[src/rtl/fetch_unit.sv]
// Instruction fetch unit: IDLE/REQ/DRAIN cache requester feeding a 2-entry {pc, instr} buffer.
// Optional stall counter is built only when FETCH_PERF_CNT_EN is defined.
module fetch_unit #(
  parameter logic [31:0] RESET_PC = 32'h0000_0000
) (
  input  logic        clk,
  input  logic        nrst,
  output logic        read,
  output logic [31:0] addr,
  input  logic        ready,
  input  logic [31:0] load,
  output logic        done,
  input  logic        redirect,
  input  logic [31:0] redirect_pc,
  input  logic        halt,
  output logic        instr_valid,
  input  logic        instr_ready,
  output logic [31:0] instr,
  output logic [31:0] instr_pc,
  output logic [31:0] stall_cycles
);

  localparam int unsigned XLEN  = 32;
  localparam int unsigned DEPTH = 2;

  typedef enum logic [1:0] {IDLE, REQ, DRAIN} state_t;

  typedef struct packed {
    logic [XLEN-1:0] pc;
    logic [XLEN-1:0] word;
  } fetch_entry_t;

  state_t          state_q, state_d;
  logic [XLEN-1:0] pc_q;
  logic [XLEN-1:0] addr_q;
  logic [XLEN-1:0] addr_inc;
  fetch_entry_t    fifo_q [DEPTH];
  logic            head_q;
  logic            tail;
  logic [1:0]      count_q;
  logic [1:0]      count_post;
  logic            push;
  logic            pop;
  logic            start;
  logic            advance;

  assign read        = (state_q != IDLE);
  assign done        = read & ready;
  assign addr        = addr_q;
  assign instr_valid = (count_q != 2'd0);
  assign instr       = fifo_q[head_q].word;
  assign instr_pc    = fifo_q[head_q].pc;

  // Redirect squashes both the returning word and any decode pop in that cycle.
  assign push       = (state_q == REQ) & ready & ~redirect;
  assign pop        = instr_valid & instr_ready & ~redirect;
  assign tail       = head_q ^ count_q[0];
  assign addr_inc   = addr_q + XLEN'(4);
  assign count_post = count_q + 2'd1 - 2'(pop);

  // Next-state logic
  always_comb begin
    state_d = state_q;
    start   = 1'b0;
    advance = 1'b0;
    case (state_q)
      IDLE: begin
        if (!halt && count_q < 2'(DEPTH) && !redirect) begin
          state_d = REQ;
          start   = 1'b1;
        end
      end
      REQ: begin
        if (ready) begin
          if (!redirect && !halt && count_post < 2'(DEPTH)) begin
            state_d = REQ;
            advance = 1'b1;
          end else begin
            state_d = IDLE;
          end
        end else if (redirect) begin
          state_d = DRAIN;
        end
      end
      DRAIN: begin
        if (ready) state_d = IDLE;
      end
      default: state_d = IDLE;
    endcase
  end

  always_ff @(posedge clk or negedge nrst) begin
    if (!nrst) state_q <= IDLE;
    else       state_q <= state_d;
  end

  // Fetch pointer, request address and buffer occupancy
  always_ff @(posedge clk or negedge nrst) begin
    if (!nrst) begin
      pc_q    <= RESET_PC;
      addr_q  <= RESET_PC;
      count_q <= 2'd0;
      head_q  <= 1'b0;
    end else begin
      if (redirect)  pc_q <= redirect_pc;
      else if (push) pc_q <= addr_inc;

      if (start)        addr_q <= pc_q;
      else if (advance) addr_q <= addr_inc;

      if (redirect) count_q <= 2'd0;
      else          count_q <= count_q + 2'(push) - 2'(pop);

      if (pop) head_q <= ~head_q;
    end
  end

  // Buffer storage needs no reset; occupancy gates visibility.
  always_ff @(posedge clk) begin
    if (push) fifo_q[tail] <= '{pc: addr_q, word: load};
  end

`ifdef FETCH_PERF_CNT_EN
  logic [XLEN-1:0] stall_q;

  always_ff @(posedge clk or negedge nrst) begin
    if (!nrst)                                   stall_q <= '0;
    else if (redirect)                           stall_q <= '0;
    else if (read && !ready && stall_q != '1)    stall_q <= stall_q + XLEN'(1);
  end

  assign stall_cycles = stall_q;
`else
  assign stall_cycles = 32'd0;
`endif

endmodule

[config.mk]
export PLATFORM = sky130hd
export DESIGN_NAME = fetch_unit
export DESIGN_NICKNAME = d
export VERILOG_FILES = /design/src/rtl/fetch_unit.sv
export SDC_FILE = /design/constraint.sdc
export NUM_CORES = 1
export LEC_CHECK = 0
export ABC_AREA = 1
export BUFFER_PORTS_ARGS = -buffer_cell sky130_fd_sc_hd__buf_4
export CORE_ASPECT_RATIO = 0.6
export CORE_UTILIZATION = 24
export DETAILED_ROUTE_END_ITERATION = 12
export GPL_TIMING_DRIVEN = 0
export HOLD_SLACK_MARGIN = 0.03
export PLACE_DENSITY_LB_ADDON = 0.15
export SYNTH_ARGS = -nofsm -noshare
export SYNTH_HDL_FRONTEND = slang
export SYNTH_SLANG_ARGS = --single-unit
[constraint.sdc]
create_clock -name clk -period 8.7 [get_ports clk]
set_clock_uncertainty 0.15 [all_clocks]
set_input_delay 1.74 -clock clk [delete_from_list [all_inputs] [get_ports clk]]
set_output_delay 1.74 -clock clk [all_outputs]
set_load 0.005 [all_outputs]
; After elaboration in Yosys (flattened, before gate mapping)
; Memories as Yosys holds them, arrays and structs flattened.
; Cells that the tools add are included.
[totals]
inputBits = 70
reg_bits = 69
memories = 1
ram_bits = 128
wordCells = 56
out_inout_bits = 131
[memory_table]
columns = name, words, word_bits, rd, rd_ports_with_merged_regs, wr, line
row1 = fifo_q, 2, 64, 1, 0, 1, 37  ; fetch_entry_t fifo_q [DEPTH];
[classes]
n_bitwise = 8
add_sub_neg = 5
n_eq_ne = 5
reduce_logical = 12
muxes = 18
magnitude_cmp = 2
[op_table]
columns = op, count
row1 = $mux 32, 4
row2 = $add 32x3->32 const B, 1
row3 = $mux 2, 5
row4 = $mux 1, 8
row5 = $reduce_bool 2->1, 4
row6 = $pmux 2 s3, 1
row7 = $and 1x1->1, 5
row8 = $logic_and 1x1->1, 4
row9 = $lt 2x2->1 const B, 2
row10 = $ne 2x2->1 const B, 2
row11 = $sub 2x1->2, 2
row12 = $ne 3x3->1 const B, 1
row13 = $reduce_and 3->1, 1
row14 = $add 2x1->2, 1
row15 = $add 2x1->2 const B, 1
row16 = $eq 2x1->1 const B, 1
row17 = $eq 2x2->1 const B, 1
row18 = $logic_not 1->1, 2
row19 = $logic_not 2->1, 1
row20 = $not 1->1, 2
row21 = $xor 1x1->1, 1

; Depth between registers and ports, before layout
[depth]
word_depth = 11
ltp_mapped = 10
depth_no_buf = 10

; Worst setup path after synthesis
; No wires, ideal clock.
[synth_path]
path_kind = input -> register
from = input ready
to = memory fifo_q[0][0] (netlist name) (enable)
n_path_buf = 1
t_arrival_ns = 4.992
setup_ns = 0.486
path_slack_ns = 3.072
path_stages = 5
required_ns = 8.064
path_cell_list = nand3_2 -> nor2_1 -> buf_2 -> inv_2 -> nor2_1
[synth_between]
elab_chain_len = 4
[synth_rtl]
columns = item, line
row1 = "start, declared", 10  ; input logic ready,
row2 = $and 1x1->1 (2 in a row), 55  ; assign push = (state_q == REQ) & ready & ~redirect;
row3 = $mux 1, 120  ; if (push) fifo_q[tail] <= '{pc: addr_q, word: load};
row4 = $mux 1 (implied by the code), 120
row5 = "end, declared", 37
; No other way between the ends.

; Final worst setup path
[layout_path]
from = register head_q
to = output instr_pc[9]
[layout_between]
elab_chain_len = 1
[layout_rtl]
columns = item, line
row1 = "start, declared", 38  ; logic head_q;
row2 = "start signal, assigned", 114  ; if (pop) head_q <= ~head_q;
row3 = $mem_v2 2x64, --
row4 = "end, declared", 19  ; output logic [31:0] instr_pc,
; No other way between the ends.

==> results.yml <==
timing:
  post-route-period-util_pct: 50.6
  relSlewSlack_pct: 33.0
  fmax_mhz: 227
  fin_setup_tns_ps: 0
  tightest_slew_ps: 1010
  rsz0062_at_grt: "no"
  setup_viol: 0
  hold_viol_final: 0
  report.final.slew_viol_count: 0
  fin_crit_ps: 4400
  whs_ps: 337
min_path:
  min_path_type: "register to register"
synthesis:
  syn_inst: 972
  synth-seq-cells: 197
  synth_cell_types: 35
  avgSynthCellArea_um2: 9.36
  ys_seq_area_share_pct: 61.2
  yosys_warnings: 0
  syn_area_um2: 9090
detailed_routing:
  antenna_left: 0
  drt_iter0_drc: 515
  drt_wl_total_um: 28200
  wire_per_inst_um: 16.5
  drt_first_pass_iters: 5
  drc_errors: 0
  viasPerCell: 4.09
  vias: 7003
power_and_ir_drop:
  switching_power_mw: 1.06
  ir_drop_v: 0.000140
  combPwrFrac_pct: 29.5
  powerDensity_nw_per_um2: 254
  seqPwrFrac_pct: 43.6
  p_leak_nw: 5.31
  p_int_mw: 1.93
  power_frac_clock_pct: 26.9
  p_sw_share_pct: 35.5
worst_setup_path:
  cpMostUsedCell: "nand2_1"
  critPathSlowestCell: "clkbuf_1"
  critPathMaxFanout: 10
  endpoint_kind: "output port"
  worstPathRequired_ps: 6810
  cp_cell_sequence: "clkbuf_1 -> buf_1 -> nand2_1 -> nand2_1 -> buf_4"
  critPathKind: "register to output port"
  critPathArrivalTime_ps: 2510
  slowest_delay_ps: 680
  crit_path_start_kind: "register"
floorplanning:
  core_um2: 36800
  rows: 54
  ios: 201
  die_w_um: 253
  die-area_um2: 38700
  die_h_um: 153
  start_util_pct: 24.7
place:
  port_buffers: 168
  globalplace.congestion: 0.803
  dp_hpwl_um: 20800
  place_area_um2: 11200
final_layout:
  final_cell_area_um2: 11800
  area_growth_syn_to_layout_pct: 29.5
  fin_nets: 1267
  diodes: 0
  layout-drive-gt1-share_pct: 22.3
clock_network:
  path_clk_slew_ps: 80
  cts-root-buf: "clkbuf_16"
  clk_latency_ps: 450
  ctsResizeCount: 0
  cts_buffer_depth: 2
  cts_hold_buf: 0
  h-tree-depth: 4
  postCtsSetupRepairBufs: 0
  clock-sinks: 197
  numCtsBuffers: 17
  cts_tree: "built"
global_route:
  grt_max_degree: 70
  grt_pass1_vias: 6470
  track_usage_pct: 14.7
  grt_pass1_wl_um: 41600
  grt_overflow: 0
  antenna_found_initial: 0
flow_run:
  max_cap_violations: 0
status:
  outcome: "complete, no violations"
-- power by group through the flow --
| stage | clock, mW | combinational, mW | sequential, mW |
|---|---|---|---|
| floorplan | 0 | 0.420 | 1.25 |
| global placement | 0 | 0.891 | 1.33 |
| detailed placement | 0 | 0.906 | 1.32 |
| CTS | 0.830 | 0.908 | 1.30 |
| global route | 0.866 | 0.987 | 1.33 |
| finish | 0.805 | 0.881 | 1.30 |
-- worst max-delay path, delay by kind of cell, from the launching register on --
kind,cells,cell delay (ps)
and+or+nand+nor,2,270
buffers and inverters,3,1370
DFF,1,420
-- registers in the layout, summed over array words and instances (netlist names) --
register  count
fifo_q      128
addr         32
pc_q         32
count_q       2
state_q       2
head_q        1
-- per-layer routing --
metal | global-route usage [%] | vias up | share of wire, %
met2 | 20.1 | 147 | 41
li1 | - | 3508 | -
met3 | 2.92 | 19 | 4.2
met4 | 3.92 | 0 | 1.1
met1 | 23.1 | 3329 | 53
met5 | 0 | - | 0
-- Yosys cell counts, drive strengths merged --
library cell	count	area, um2
a21oi	2	10.0
a22o	13	114
a22oi	1	7.51
and2	1	6.26
buf	49	355
clkbuf	14	52.6
conb	1	3.75
dfrtp	69	1730
edfxtp	128	3840
ha	3	37.5
inv	68	260
nand2	454	1730
nand3	79	435
nand3b	2	15.0
nand4	1	6.26
nor2	58	277
o211ai	3	22.5
o21ai	6	30.0
o21bai	5	37.5
o22ai	1	6.26
o31ai	1	7.51
xnor2	8	70.1
xor2	5	43.8
-- final timing paths --
check                                  startpoint                 endpoint  slack, ps  cells past startpoint
min                           pc_q[1]$_DFFE_PN0P_      addr[1]$_DFFE_PN0P_        340                      2
max reg2reg                state_q[1]$_DFFE_PN0P_  fifo_q[0][51]$_DFFE_PP_       5750                      8
max                            head_q$_DFFE_PN0P_              instr_pc[9]       4300                      5
max in group asynchronous                    nrst     addr[10]$_DFFE_PN0P_       6440                      1
min reg2reg                   pc_q[1]$_DFFE_PN0P_      addr[1]$_DFFE_PN0P_        340                      2
min in group asynchronous                    nrst   state_q[1]$_DFFE_PN0P_       1290                      1
-- per-stage QoR --
stage	total power [mW]	utilization, %	cells	worst slack [ps]
2_1_floorplan	1.67	-	1003	3070
3_3_place_gp	2.22	30.2	1675	433
3_5_place_dp	2.23	30.4	1679	4400
4_1_cts	3.04	32.0	1711	4160
5_1_grt	3.18	32.0	1711	4120
6_report	2.99	32.0	1711	4300
-- layout make-up --
type                            instances  area [um2]
Multi-Input combinational cell        675        2990
Sequential cell                       197        5570
Fill cell                            3856       25000
Clock inverter                         14         138
Tap cell                              504         631
Inverter                               68         260
Clock buffer                           18         439
Timing Repair Buffer                  172        1340
Buffer                                 63         408
-- cells in the final DEF (no fill, tap or decap), types with 2 or more instances in the layout --
master	count
a21oi_1	2
a22o_1	13
buf_1	5
buf_12	4
buf_2	5
buf_4	202
buf_6	5
clkbuf_1	14
clkbuf_16	17
clkinvlp_4	2
conb_1	32
dfrtp_1	69
edfxtp_1	128
ha_1	3
inv_1	63
inv_2	3
inv_4	2
inv_6	6
inv_8	2
nand2_1	449
nand2_2	3
nand2_4	2
nand3_1	74
nand3_2	3
nand3_4	2
nand3b_1	2
nor2_1	51
nor2_4	3
nor2_8	3
o211ai_1	3
o21ai_0	6
o21bai_1	5
xnor2_1	8
xor2_1	5
-- cells by family after synthesis --
logic type      count (synthesis)  synth area share [%]
simple gates                  595                  27.1
flops                         197                  61.2
buf+inv                       131                  7.35
compound gates                 32                  2.59
xor+xnor                       13                  1.25
fa+ha+maj                       3                 0.413
other cells                     1                0.0412
Note: power is estimated with default switching activity, not from simulation.
